## src/rtl/maxpool_pkg.sv

```systemverilog
// maxpool_pkg
// Shared definitions for the max-pool sequencer slice: feature-map geometry,
// counter widths, terminal-count constants and the controller state encoding.
// No ports; imported by maxpool_ctrl_if, maxpool_row_packer and maxpool_ctrl.
// ROW_W and ROWS must both be even so that 2x2 windows tile the map exactly.

package maxpool_pkg;

   localparam int ROW_W    = 24;
   localparam int ROWS     = 24;
   localparam int CH_W     = 8;
   localparam int DIN_W    = 5;
   localparam int OUT_W    = ROW_W / 2;
   localparam int OUT_ROWS = ROWS / 2;
   localparam int DRAIN_TO = 16;

   localparam int PIX_CNT_W  = $clog2(ROW_W * ROWS);
   localparam int RES_CNT_W  = $clog2(OUT_W * OUT_ROWS + 1);
   localparam int ROW_IDX_W  = $clog2(OUT_ROWS);
   localparam int COL_IDX_W  = $clog2(OUT_W);
   localparam int IDLE_CNT_W = $clog2(DRAIN_TO + 1);

   // Terminal counts sized to their counters so compares stay width-matched.
   localparam logic [PIX_CNT_W-1:0]  PIX_LAST  = PIX_CNT_W'(ROW_W * ROWS - 1);
   localparam logic [RES_CNT_W-1:0]  RES_TOTAL = RES_CNT_W'(OUT_W * OUT_ROWS);
   localparam logic [COL_IDX_W-1:0]  COL_LAST  = COL_IDX_W'(OUT_W - 1);
   localparam logic [ROW_IDX_W-1:0]  ROW_LAST  = ROW_IDX_W'(OUT_ROWS - 1);
   localparam logic [IDLE_CNT_W-1:0] IDLE_LAST = IDLE_CNT_W'(DRAIN_TO - 1);

   typedef enum logic [2:0] {
      IDLE,
      RUN,
      DRAIN,
      CLEAR,
      DONE
   } state_t;

endpackage

```

## src/rtl/maxpool_ctrl_if.sv

```systemverilog
// maxpool_ctrl_if
// Streaming interface of the max-pool sequencer.
//   s_valid/s_ready/s_data : signed pixel stream from the convolution stage
//   m_valid/m_data/m_row/m_ch/m_last : pooled row words (no backpressure)
// modport slave  : the controller side (consumes pixels, produces rows)
// modport master : the environment side (produces pixels, consumes rows)

interface maxpool_ctrl_if;
   import maxpool_pkg::*;

   logic                    s_valid;
   logic                    s_ready;
   logic signed [DIN_W-1:0] s_data;

   logic                    m_valid;
   logic [OUT_W-1:0]        m_data;
   logic [ROW_IDX_W-1:0]    m_row;
   logic [CH_W-1:0]         m_ch;
   logic                    m_last;

   modport slave (
      input  s_valid, s_data,
      output s_ready,
      output m_valid, m_data, m_row, m_ch, m_last
   );

   modport master (
      output s_valid, s_data,
      input  s_ready,
      input  m_valid, m_data, m_row, m_ch, m_last
   );

endinterface

```

## src/rtl/maxpool_row_packer.sv

```systemverilog
// maxpool_row_packer
// Collects the pool's one-bit results into OUT_W-bit row words.
//   clk, rstn : clock, synchronous active-low reset
//   clr       : drop any partial row and restart at row 0 / column 0
//   en        : results are only taken while the controller is RUN or DRAIN
//   ovalid/dout : pool result strobe and bit
//   ch_idx, last_ch : channel tag and "this is the final channel" flag
//   m_valid/m_data/m_row/m_ch/m_last : registered row word, one-cycle pulse

module maxpool_row_packer
   import maxpool_pkg::*;
(
   input  logic                 clk,
   input  logic                 rstn,
   input  logic                 clr,
   input  logic                 en,
   input  logic                 ovalid,
   input  logic                 dout,
   input  logic [CH_W-1:0]      ch_idx,
   input  logic                 last_ch,
   output logic                 m_valid,
   output logic [OUT_W-1:0]     m_data,
   output logic [ROW_IDX_W-1:0] m_row,
   output logic [CH_W-1:0]      m_ch,
   output logic                 m_last
);

   logic [COL_IDX_W-1:0] col;
   logic [ROW_IDX_W-1:0] row;
   logic [OUT_W-1:0]     partial;
   logic [OUT_W-1:0]     word;

   // Bit i of the word is output column i, so the incoming bit lands at col.
   always_comb begin
      word      = partial;
      word[col] = dout;
   end

   always_ff @(posedge clk) begin
      if (!rstn) begin
         col     <= '0;
         row     <= '0;
         partial <= '0;
         m_valid <= 1'b0;
         m_data  <= '0;
         m_row   <= '0;
         m_ch    <= '0;
         m_last  <= 1'b0;
      end else begin
         m_valid <= 1'b0;
         m_last  <= 1'b0;
         if (clr) begin
            col     <= '0;
            row     <= '0;
            partial <= '0;
         end else if (en && ovalid) begin
            if (col == COL_LAST) begin
               col     <= '0;
               partial <= '0;
               m_data  <= word;
               m_valid <= 1'b1;
               m_row   <= row;
               m_ch    <= ch_idx;
               m_last  <= last_ch && (row == ROW_LAST);
               row     <= (row == ROW_LAST) ? '0 : row + 1'b1;
            end else begin
               col     <= col + 1'b1;
               partial <= word;
            end
         end
      end
   end

endmodule

```

## src/rtl/maxpool_ctrl.sv

```systemverilog
// maxpool_ctrl
// Sequencer around the 2x2 binary max-pool datapath. Streams one ROW_W x ROWS
// feature map per channel into the pool, gathers its result bits into row
// words, repeats for the programmed channel count and pulses done.
//   clk, rstn      : clock, synchronous active-low reset
//   start, abort   : job start (IDLE only) / return to IDLE from anywhere
//   cfg_num_ch     : channel count, latched on start
//   io (slave)     : pixel stream in, pooled row words out
//   pool_state/pool_ivalid/pool_din : drive the pool datapath
//   pool_ovalid/pool_dout           : pool results
//   busy, done, err_timeout         : status
// Optional build macro MAXPOOL_CTRL_PERF_EN adds perf_stall and perf_cycles,
// saturating 32-bit counters cleared on start.

module maxpool_ctrl
   import maxpool_pkg::*;
(
   input  logic                    clk,
   input  logic                    rstn,
   input  logic                    start,
   input  logic                    abort,
   input  logic [CH_W-1:0]         cfg_num_ch,
   maxpool_ctrl_if.slave           io,
   output logic                    pool_state,
   output logic                    pool_ivalid,
   output logic signed [DIN_W-1:0] pool_din,
   input  logic                    pool_ovalid,
   input  logic                    pool_dout,
   output logic                    busy,
   output logic                    done,
   output logic                    err_timeout
`ifdef MAXPOOL_CTRL_PERF_EN
   ,
   output logic [31:0]             perf_stall,
   output logic [31:0]             perf_cycles
`endif
);

   state_t               state;
   logic                 s_ready_q;
   logic [CH_W-1:0]      num_ch;
   logic [CH_W-1:0]      ch_idx;
   logic [PIX_CNT_W-1:0] pix_cnt;
   logic [RES_CNT_W-1:0] res_cnt;
   logic [IDLE_CNT_W-1:0] idle_cnt;

   logic accept;
   logic collect;
   logic last_ch;
   logic pk_clr;

   logic                 pk_m_valid;
   logic [OUT_W-1:0]     pk_m_data;
   logic [ROW_IDX_W-1:0] pk_m_row;
   logic [CH_W-1:0]      pk_m_ch;
   logic                 pk_m_last;

   // The pool sees the handshake directly: no pipeline stage on the pixels.
   assign accept      = io.s_valid & s_ready_q;
   assign pool_ivalid = accept;
   assign pool_din    = io.s_data;
   assign io.s_ready  = s_ready_q;

   assign collect = (state == RUN) || (state == DRAIN);
   assign last_ch = (ch_idx == num_ch - 1'b1);
   // Outside RUN/DRAIN the packer is held clear, so a partial row left by a
   // timeout or abort never leaks into the next channel or job.
   assign pk_clr  = abort || !collect;

   always_ff @(posedge clk) begin
      if (!rstn) begin
         state       <= IDLE;
         s_ready_q   <= 1'b0;
         pool_state  <= 1'b0;
         busy        <= 1'b0;
         done        <= 1'b0;
         err_timeout <= 1'b0;
         num_ch      <= '0;
         ch_idx      <= '0;
         pix_cnt     <= '0;
         res_cnt     <= '0;
         idle_cnt    <= '0;
      end else if (abort) begin
         state      <= IDLE;
         s_ready_q  <= 1'b0;
         pool_state <= 1'b0;
         busy       <= 1'b0;
         done       <= 1'b0;
         pix_cnt    <= '0;
         res_cnt    <= '0;
         idle_cnt   <= '0;
      end else begin
         done <= 1'b0;
         case (state)
            IDLE: begin
               if (start) begin
                  num_ch      <= cfg_num_ch;
                  ch_idx      <= '0;
                  err_timeout <= 1'b0;
                  pix_cnt     <= '0;
                  res_cnt     <= '0;
                  idle_cnt    <= '0;
                  busy        <= 1'b1;
                  if (cfg_num_ch == '0) begin
                     state <= DONE;
                     done  <= 1'b1;
                  end else begin
                     state      <= RUN;
                     s_ready_q  <= 1'b1;
                     pool_state <= 1'b1;
                  end
               end
            end
            RUN: begin
               if (pool_ovalid) begin
                  res_cnt <= res_cnt + 1'b1;
               end
               if (accept) begin
                  if (pix_cnt == PIX_LAST) begin
                     pix_cnt   <= '0;
                     idle_cnt  <= '0;
                     s_ready_q <= 1'b0;
                     state     <= DRAIN;
                  end else begin
                     pix_cnt <= pix_cnt + 1'b1;
                  end
               end
            end
            DRAIN: begin
               if (pool_ovalid) begin
                  res_cnt  <= res_cnt + 1'b1;
                  idle_cnt <= '0;
               end else begin
                  idle_cnt <= idle_cnt + 1'b1;
               end
               // A complete result set wins over a coincident timeout.
               if (res_cnt >= RES_TOTAL) begin
                  state      <= CLEAR;
                  pool_state <= 1'b0;
               end else if (!pool_ovalid && (idle_cnt == IDLE_LAST)) begin
                  err_timeout <= 1'b1;
                  state       <= CLEAR;
                  pool_state  <= 1'b0;
               end
            end
            CLEAR: begin
               pix_cnt  <= '0;
               res_cnt  <= '0;
               idle_cnt <= '0;
               ch_idx   <= ch_idx + 1'b1;
               if (last_ch) begin
                  state <= DONE;
                  done  <= 1'b1;
               end else begin
                  state      <= RUN;
                  s_ready_q  <= 1'b1;
                  pool_state <= 1'b1;
               end
            end
            DONE: begin
               state <= IDLE;
               busy  <= 1'b0;
            end
            default: begin
               state      <= IDLE;
               s_ready_q  <= 1'b0;
               pool_state <= 1'b0;
               busy       <= 1'b0;
            end
         endcase
      end
   end

   maxpool_row_packer u_packer (
      .clk     (clk),
      .rstn    (rstn),
      .clr     (pk_clr),
      .en      (collect),
      .ovalid  (pool_ovalid),
      .dout    (pool_dout),
      .ch_idx  (ch_idx),
      .last_ch (last_ch),
      .m_valid (pk_m_valid),
      .m_data  (pk_m_data),
      .m_row   (pk_m_row),
      .m_ch    (pk_m_ch),
      .m_last  (pk_m_last)
   );

   assign io.m_valid = pk_m_valid;
   assign io.m_data  = pk_m_data;
   assign io.m_row   = pk_m_row;
   assign io.m_ch    = pk_m_ch;
   assign io.m_last  = pk_m_last;

`ifdef MAXPOOL_CTRL_PERF_EN
   // Stall = RUN cycles with no pixel offered; cycles = every busy cycle.
   always_ff @(posedge clk) begin
      if (!rstn) begin
         perf_stall  <= '0;
         perf_cycles <= '0;
      end else if ((state == IDLE) && start && !abort) begin
         perf_stall  <= '0;
         perf_cycles <= '0;
      end else begin
         if (busy && (perf_cycles != '1)) begin
            perf_cycles <= perf_cycles + 1'b1;
         end
         if ((state == RUN) && !io.s_valid && (perf_stall != '1)) begin
            perf_stall <= perf_stall + 1'b1;
         end
      end
   end
`endif

endmodule
```

## src/flat_wrapper.sv

```systemverilog
// flat-port wrapper written by rule: the top's interface ports become plain ports
module maxpool_ctrl_flat import maxpool_pkg::*;
  (clk, rstn, start, abort, cfg_num_ch, pool_state, pool_ivalid, pool_din, pool_ovalid, pool_dout, busy, done, err_timeout, io_s_valid, io_s_data, io_s_ready, io_m_valid, io_m_data, io_m_row, io_m_ch, io_m_last);
  maxpool_ctrl_if io_i ();
  input  logic clk;
  input  logic rstn;
  input  logic start;
  input  logic abort;
  input  logic [CH_W-1:0] cfg_num_ch;
  output logic pool_state;
  output logic pool_ivalid;
  output logic signed [DIN_W-1:0] pool_din;
  input  logic pool_ovalid;
  input  logic pool_dout;
  output logic busy;
  output logic done;
  output logic err_timeout;
  input wire logic [$bits(io_i.s_valid)-1:0] io_s_valid;
  input wire logic [$bits(io_i.s_data)-1:0] io_s_data;
  output wire logic [$bits(io_i.s_ready)-1:0] io_s_ready;
  output wire logic [$bits(io_i.m_valid)-1:0] io_m_valid;
  output wire logic [$bits(io_i.m_data)-1:0] io_m_data;
  output wire logic [$bits(io_i.m_row)-1:0] io_m_row;
  output wire logic [$bits(io_i.m_ch)-1:0] io_m_ch;
  output wire logic [$bits(io_i.m_last)-1:0] io_m_last;
  assign io_i.s_valid = io_s_valid;
  assign io_i.s_data = io_s_data;
  assign io_s_ready = io_i.s_ready;
  assign io_m_valid = io_i.m_valid;
  assign io_m_data = io_i.m_data;
  assign io_m_row = io_i.m_row;
  assign io_m_ch = io_i.m_ch;
  assign io_m_last = io_i.m_last;
  maxpool_ctrl u_core (.clk(clk), .rstn(rstn), .start(start), .abort(abort), .cfg_num_ch(cfg_num_ch), .io(io_i), .pool_state(pool_state), .pool_ivalid(pool_ivalid), .pool_din(pool_din), .pool_ovalid(pool_ovalid), .pool_dout(pool_dout), .busy(busy), .done(done), .err_timeout(err_timeout));
endmodule
```

## config.mk

```make
export PLATFORM = sky130hd
export DESIGN_NAME = maxpool_ctrl_flat
export DESIGN_NICKNAME = d
export VERILOG_FILES = /design/src/rtl/maxpool_pkg.sv /design/src/rtl/maxpool_ctrl_if.sv /design/src/rtl/maxpool_row_packer.sv /design/src/rtl/maxpool_ctrl.sv /design/src/flat_wrapper.sv
export SDC_FILE = /design/constraint.sdc
export NUM_CORES = 1
export LEC_CHECK = 0
export ABC_AREA = 1
export CORE_MARGIN = 3
export CORE_UTILIZATION = 60
export DETAILED_ROUTE_END_ITERATION = 8
export PLACE_DENSITY = 0.85
export SLEW_MARGIN = 20
export SYNTH_ARGS = -nofsm -noshare
export SYNTH_HDL_FRONTEND = slang
export SYNTH_SLANG_ARGS = --single-unit
```

## constraint.sdc

```tcl
create_clock -name clk -period 3.29 [get_ports clk]
set_input_delay 0.658 -clock clk [delete_from_list [all_inputs] [get_ports clk]]
set_output_delay 0.658 -clock clk [all_outputs]
set_load 0.05 [all_outputs]
```

Word level (Yosys, flattened, before mapping)
Cells that the tools add are included.
Cells by class
  add/subtract/negate cells: 7
  order comparisons: 3
  equal/unequal tests: 18
  multiplexer cells: 47
  bitwise gates (word level): 9
  reduce and logical (&&, ||, !) cells: 35
Operators by type and width (number)
  $mux 10: 3
  $pmux 10 s3: 1
  $pmux 8 s3: 1
  $mux 3: 7
  $mux 5: 4
  $pmux 5 s4: 1
  $add 8x1->8 const B: 2
  $mux 1: 16
  $mux 8: 2
  $pmux 8 s2: 1
  $reduce_and 3->1: 5
  $ne 2x2->1 const B: 7
  $bwmux 12: 1
  $mux 12: 1
  $pmux 3 s4: 1
  $add 10x1->10 const B: 1
  $eq 10x10->1 const B: 1
  $reduce_and 5->1: 2
  $reduce_or 2->1: 5
  $add 4x1->4 const B: 2
  $eq 4x4->1 const B: 2
  $eq 8x8->1: 1
  $ge 8x8->1 const B: 1
  $logic_not 8->1: 1
  other kinds (28): 50
Storage, ports and cells
  flip-flop bits (word level): 93
  input bits: 20
  output and inout bits: 37
  word-level logic and storage cells: 138

Logic depth before layout (Yosys ltp)
Gate-level depths: netlist (run 1).
  depth in word-level cells: 6
  depth in mapped cells: 14
  gate-level depth less buffers: 14

Cells and area by module
Synthesis (run 1) repeated with hierarchy kept, for this count alone.
Second synthesis, totals
  cells, all modules: 713
  area total of the unflattened synthesis: 4832.1 um^2
Modules (own cells, without submodules)
  maxpool_ctrl: times used 1, cells each 401, area each 2663.8 um^2, seq. area each 940.9 um^2
  maxpool_row_packer: times used 1, cells each 312, area each 2168.3 um^2, seq. area each 920.9 um^2

Least setup slack after synthesis (run 1)
No wires, ideal clock.
  path type: flip-flop to output port
  start: register u_core.s_ready_q, in the netlist u_core.io.s_ready
  end: output port pool_ivalid
  arrival: 1.113 ns
  data required time: 2.632 ns
  setup slack: 1.519 ns
  cell stages (with the launch flop): 3
  buffers on the path: 0
  cell sequence: dfxtp_1 -> nand2_1 -> inv_1
On the way
  cells in the longest elaborated chain, start to end: 1
RTL lines
  start: declaration: line maxpool_ctrl.sv:40  | logic s_ready_q;
  start signal: assignment: line maxpool_ctrl.sv:73  | s_ready_q <= 1'b0;
  start signal: assignment: line maxpool_ctrl.sv:85  | s_ready_q <= 1'b0;
  start signal: assignment: line maxpool_ctrl.sv:109  | s_ready_q <= 1'b1;
  $and 1x1->1: line maxpool_ctrl.sv:59  | assign accept = io.s_valid & s_ready_q;
  end: declaration: line flat_wrapper.sv:11  | output logic pool_ivalid;
No other way between the ends.

Final worst setup path (run 1)
  start: input port io_s_valid
  end: output port pool_ivalid
On the way
  cells in the longest elaborated chain, start to end: 1
RTL lines
  start: declaration: line flat_wrapper.sv:18  | input wire logic [$bits(io_i.s_valid)-1:0] io_s_valid;
  $and 1x1->1: line maxpool_ctrl.sv:59
No other way between the ends.

==> reports/metrics.yaml, run 1 <==
sta:
  tns_ns: 0
  hold_violations: 0
  min_period_ns: 2.70
  final-setup-viol-count: 0
  worst_pin_slew_ns: 0.779
  rsz0062_at_grt: "false"
  skew_ns: 0.0159
  fin_crit_sh: 0.821
  clock.fmax_mhz: 370
  relSlewSlack: 0.479
  drv_slew: 0
power_and_ir_drop:
  peakVddDrop_mv: 0.353
  powerDensity_mw_per_mm2: 411
  p_leak_nw: 1.96
global_route:
  grt_max_degree: 49
  antenna_found_initial: 0
  overflow: 0
  grt_pass1_vias: 3959
  grt_pass1_wl_um: 17600
  grt_usage: 0.252
critical_path:
  cp_max_fo: 3
  crit_type: "in2out"
  required_ns: 2.63
  arrival_ns: 2.04
  endpoint_kind: "output port"
  start_kind: "primary input"
finish:
  seqCellArea_mm2: 0.00186
  drive_above_1_share: 0.0562
  n_antenna_cell: 0
  fillers: 588
  nets: 704
  area_growth_syn_to_layout_pct: 14.6
  multi_input_area_mm2: 0.00215
  final_core_utilization: 0.735
synth:
  syn_area_per_cell_um2: 7.13
  synth_seq_area_share: 0.414
  synth.largest_area_cell: "dfxtp_1"
  synth_cells: 631
  synth_nets: 663
  synth_top_cells_by_area: "dfxtp_1 41%, nand2_1 8.4%, inv_1 7.5%"
  syn_area_mm2: 0.00450
  synth_top_cell_area_share: 0.414
  synth_cell_type_count: 35
  ys_ff_latch: 93
  synth_warnings: 0
clock_tree:
  htreeDepth: 3
  cts-root-buf: "clkbuf_8"
  clockBufferDepth: 2
  cts_resized: 0
  path_clk_slew_ns: 0.09
  clk_latency_ns: 0.36
  numCtsBuffers: 9
  clock_sinks: 93
  postCtsHoldBufs: 0
  cts_tree: "yes"
  post_cts_buffers: 0
floorplan:
  rows: 30
  core_mm2: 0.00702
  chipWidth_um: 92.6
  io_pins: 57
  dieArea_mm2: 0.00857
  die_y_um: 92.6
  start_util: 0.641
placed_design:
  post-dp-hpwl_um: 7780
  place.port_buffers: 46
  place_congestion: 0.900
route:
  viasPerCell: 5.41
  ant_nets: 0
  wl_per_cell_um: 13.5
  vias: 4175
  firstDrtPassIters: 5
  drtIter0Drc: 254
  drc: 0
  routed_wl_um: 10400
job:
  max_cap_violations: 0
run_status:
  status: "finished, final reports clean"
min_path:
  min_path_type: "reg2reg"
==> final cells by class <==
type	instances	area share
inverter	97	0.0716
tap	96	0.0233
sequential	93	0.361
clock buffer	9	0.0240
multi-input combinational	422	0.417
timing repair buffer	49	0.0937
clock inverter	6	0.00922
==> cells in the mapped netlist, drive strengths merged <==
cell type	number
clkbuf	7
dfxtp	93
nor3	16
o21ai	44
a22oi	12
xnor2	1
a31oi	5
o211ai	1
o211a	1
nand4	9
inv	97
nand3	35
and2	2
nor4	4
or2	2
ha	12
buf	12
nand2	104
nor3b	5
a21oi	59
nor2	94
a211oi	3
xor2	13
==> through the flow <==
| stage | std cells | total power, mW | setup slack, ns | hold WS, ns | instance area [um^2] |
|---|---|---|---|---|---|
| after floorplan | 631 | 1.39 | 1.52 | 0.408 | 4500 |
| after global placement | 757 | 1.45 | 0.590 | 0.419 | 4980 |
| after detailed placement | 757 | 1.45 | 0.575 | 0.421 | 4980 |
| after CTS | 772 | 2.13 | 0.582 | 0.436 | 5160 |
| after global routing | 772 | 2.22 | 0.535 | 0.475 | 5160 |
| final | 772 | 2.12 | 0.588 | 0.434 | 5160 |
==> worst max-delay path, stage by stage <==
cell	delay, ns
clkdlybuf4s50_1	0.45
nand2_1	0.08
inv_1	0.06
clkdlybuf4s50_1	0.79
==> metal layers <==
layer,global-route usage,routed length (um)
met4,0.0656,94
met1,0.306,4580
met5,0,0
met3,0.0650,579
met2,0.440,5160
==> cell usage in the layout (no fill, tap or decap), types with 2 or more instances in the layout <==
cell	Yosys	final
clkdlybuf4s50_1	0	46
ha_1	12	12
nand4_1	9	9
a211oi_1	3	3
inv_1	90	90
nand2_1	101	101
inv_6	0	2
xor2_1	13	13
nor3b_1	5	5
nand3_1	33	33
nor3_1	16	16
dfxtp_1	93	93
inv_4	2	2
nand2_2	2	2
inv_2	5	5
clkinvlp_4	0	4
nor2_1	90	90
a31oi_1	5	5
a21oi_2	2	2
a22oi_1	12	12
nor2_2	3	3
o21ai_0	43	43
and2_1	2	2
nor4_1	4	4
nand3_2	2	2
a21oi_1	57	57
clkbuf_8	0	9
buf_4	5	3
==> final timing paths <==
| kind | start | endpoint | slack, ns | depth (start not counted) |
|---|---|---|---|---|
| worst max register to register | u_core.state[1]$_SDFFE_PP0P_ | u_core.u_packer.partial[6]$_SDFFE_PP0P_ | 0.98 | 9 |
| worst min-delay path | u_core.u_packer.partial[11]$_SDFFE_PP0P_ | u_core.u_packer.partial[11]$_SDFFE_PP0P_ | 0.43 | 2 |
| worst min register to register | u_core.u_packer.partial[11]$_SDFFE_PP0P_ | u_core.u_packer.partial[11]$_SDFFE_PP0P_ | 0.43 | 2 |
| worst max-delay path | io_s_valid | pool_ivalid | 0.59 | 4 |
==> state kept, by name (all words and copies together), names as in the netlist <==
signal	count
u_core.busy	1
u_core.u_packer.m_row	4
u_core.u_packer.col	4
u_core.res_cnt	8
u_core.u_packer.partial	12
u_core.pool_state	1
u_core.num_ch	8
u_core.io.s_ready	1
u_core.done	1
u_core.u_packer.m_valid	1
u_core.idle_cnt	5
u_core.pix_cnt	10
u_core.u_packer.m_data	12
u_core.u_packer.row	4
u_core.u_packer.m_last	1
u_core.ch_idx	8
u_core.state	3
u_core.u_packer.m_ch	8
u_core.err_timeout	1
==> where the power goes <==
group | switching (mW) | internal [mW] | leakage, nW
clock | 0.411 | 0.276 | 0.0744
combinational | 0.192 | 0.0870 | 1.13
sequential | 0.0136 | 1.14 | 0.751
total | 0.617 | 1.50 | 1.96
==> kinds of logic after synthesis <==
family / Yosys count / synth area share
AO/OA/AOI/OAI: 125 / 0.153
XOR/XNOR: 14 / 0.0273
buffers and inverters: 116 / 0.108
AND/OR/NAND/NOR: 271 / 0.264
adder cells (fa/ha/maj): 12 / 0.0334
flip-flops: 93 / 0.414
(Power assumes the default switching activity.)
==> run 2: changes to the inputs <==
Settings changed: CORE_UTILIZATION 60 to 55, PLACE_DENSITY 0.85 to 0.79.
Clock period 3.29 ns to 2.7 ns, I/O delays scaled along.
==> run 2 against run 1 <==
  * First-iteration DRC count rose by 7.5%
  * Sequential power up 22%
  * Total power is 25% higher
  * Global-route usage is 2.4 points lower
  * Clock skew is 0.0034 ns lower
  * Sequential cell count unchanged
  * Largest power group unchanged
  * Highest routed layer unchanged
==> reports/metrics.yaml, run 2 (same netlist as run 1, synthesis figures left out) <==
floorplan:
  start_util: 0.573
  die_y_um: 96.4
  chipWidth_um: 96.4
  io_pins: 57
  rows: 32
  dieArea_mm2: 0.00930
  core_mm2: 0.00785
sta:
  drv_slew: 0
  hold_violations: 0
  worst_pin_slew_ns: 0.697
  min_period_ns: 2.16
  clock.fmax_mhz: 462
  fin_crit_sh: 0.801
  rsz0062_at_grt: "false"
  relSlewSlack: 0.534
  final-setup-viol-count: 0
  tns_ns: 0
  skew_ns: 0.0125
job:
  max_cap_violations: 0
clock_tree:
  cts_resized: 0
  path_clk_slew_ns: 0.10
  clk_latency_ns: 0.37
  cts_tree: "yes"
  clockBufferDepth: 2
  cts-root-buf: "clkbuf_8"
  postCtsHoldBufs: 0
  htreeDepth: 3
  clock_sinks: 93
  post_cts_buffers: 0
  numCtsBuffers: 9
critical_path:
  cp_max_fo: 10
  start_kind: "register"
  crit_type: "reg2reg"
  required_ns: 2.95
  crit_path_end: "u_core.idle_cnt[2]$_SDFFE_PP0P_"
  arrival_ns: 2.41
  cp_slowest_stage_delay_ns: 0.43
  crit_top_cell: "nand2_1"
  path_depth: 8
  r2r_start: "u_core.pix_cnt[0]$_SDFFE_PP0P_"
  worstReg2RegEnd: "u_core.idle_cnt[2]$_SDFFE_PP0P_"
  endpoint_kind: "register"
  cp_slowest_cell: "o21ai_0"
  r2r.worst_path.cells: 8
  r2r_slack_ns: 0.54
  critPathTopFamily: "simple AND/OR/NAND/NOR gates"
  path_buf_inv: 0
  cp_cell_sequence: "ha_1 -> nand2_1 -> nor2_1 -> nand4_1 -> nand2_1 -> nand3_2 -> o21ai_0 -> nor3b_1"
  crit_start: "u_core.pix_cnt[0]$_SDFFE_PP0P_"
power_and_ir_drop:
  powerDensity_mw_per_mm2: 510
  peakVddDrop_mv: 0.288
  p_leak_nw: 2.01
placed_design:
  post-dp-hpwl_um: 7450
  place.port_buffers: 46
  place_congestion: 0.826
run_status:
  status: "finished, final reports clean"
finish:
  layout_common_cells: "101 x nand2_1, 93 x dfxtp_1, 90 x inv_1, 90 x nor2_1, 57 x a21oi_1"
  n_antenna_cell: 0
  largest_registers: "u_core.u_packer.m_data x12, u_core.u_packer.partial x12, u_core.pix_cnt x10"
  drive_above_1_share: 0.0619
  area_growth_syn_to_layout_pct: 15.9
  final_common_cell: "nand2_1"
  nets: 706
  final_core_utilization: 0.664
global_route:
  grt_usage: 0.228
  antenna_found_initial: 0
  overflow: 0
  grt_pass1_vias: 3719
  grt_max_degree: 49
  grt_pass1_wl_um: 16700
route:
  routed_wl_um: 9980
  wl_per_cell_um: 12.8
  drtIter0Drc: 273
  viasPerCell: 5.24
  firstDrtPassIters: 6
  ant_nets: 0
  drc: 0
  vias: 4089
min_path:
  min_path_type: "reg2reg"
## run 2: worst min path at each step
stage	from	to	slack, ns	cells past startpoint
after floorplan	u_core.u_packer.partial[11]$_SDFFE_PP0P_	u_core.u_packer.partial[11]$_SDFFE_PP0P_	0.41	2
final	u_core.u_packer.partial[11]$_SDFFE_PP0P_	u_core.u_packer.partial[11]$_SDFFE_PP0P_	0.45	2
after detailed placement	u_core.u_packer.partial[11]$_SDFFE_PP0P_	u_core.u_packer.partial[11]$_SDFFE_PP0P_	0.43	2
after CTS	u_core.u_packer.partial[11]$_SDFFE_PP0P_	u_core.u_packer.partial[11]$_SDFFE_PP0P_	0.45	2
after global placement	u_core.u_packer.partial[11]$_SDFFE_PP0P_	u_core.u_packer.partial[11]$_SDFFE_PP0P_	0.42	2
after global routing	u_core.u_packer.partial[11]$_SDFFE_PP0P_	u_core.u_packer.partial[11]$_SDFFE_PP0P_	0.48	2
## run 2: final cells by class
| cell class | instances | area (um^2) |
|---|---|---|
| clock buffers | 9 | 124 |
| well taps | 102 | 128 |
| multi-input cells | 422 | 2150 |
| fillers | 696 | 2640 |
| flip-flops and latches | 93 | 1860 |
| inverters | 97 | 369 |
| clock inverters | 7 | 71.3 |
| repair buffers | 51 | 508 |
## run 2: worst reg2reg max path, stage by stage (launching register included)
cell     delay, ns
dfxtp_1       0.39
ha_1          0.19
nand2_1       0.07
nor2_1        0.20
nand4_1       0.19
nand2_1       0.25
nand3_2       0.23
o21ai_0       0.43
nor3b_1       0.10
## run 2: stage by stage
| step | hold WS, ns | total power [mW] | instance area (um^2) | setup WS, ns | cells |
|---|---|---|---|---|---|
| finish | 0.446 | 2.66 | 5210 | 0.537 | 781 |
| detailed placement | 0.434 | 1.77 | 5020 | 0.352 | 765 |
| CTS | 0.449 | 2.67 | 5210 | 0.530 | 781 |
| global placement | 0.418 | 1.76 | 5020 | 0.457 | 765 |
| global route | 0.482 | 2.78 | 5210 | 0.261 | 781 |
| floorplan | 0.408 | 1.70 | 4500 | 0.996 | 631 |
## run 2: report_power, final
| group | total [mW] | internal (mW) | leakage, nW | switching [mW] |
|---|---|---|---|---|
| Combinational | 0.335 | 0.108 | 1.15 | 0.227 |
| Sequential | 1.41 | 1.39 | 0.751 | 0.0159 |
| Clock | 0.917 | 0.367 | 0.102 | 0.550 |
| Total | 2.66 | 1.87 | 2.01 | 0.793 |
## run 2: per-layer routing
metal	global-route usage	up-vias	part of all wire	routed length, um
met1	0.299	1855	0.46	4620
met5	0	-	0	0
li1	-	2131	-	-
met4	0.0748	0	0.012	115
met2	0.382	93	0.48	4790
met3	0.0380	10	0.045	452
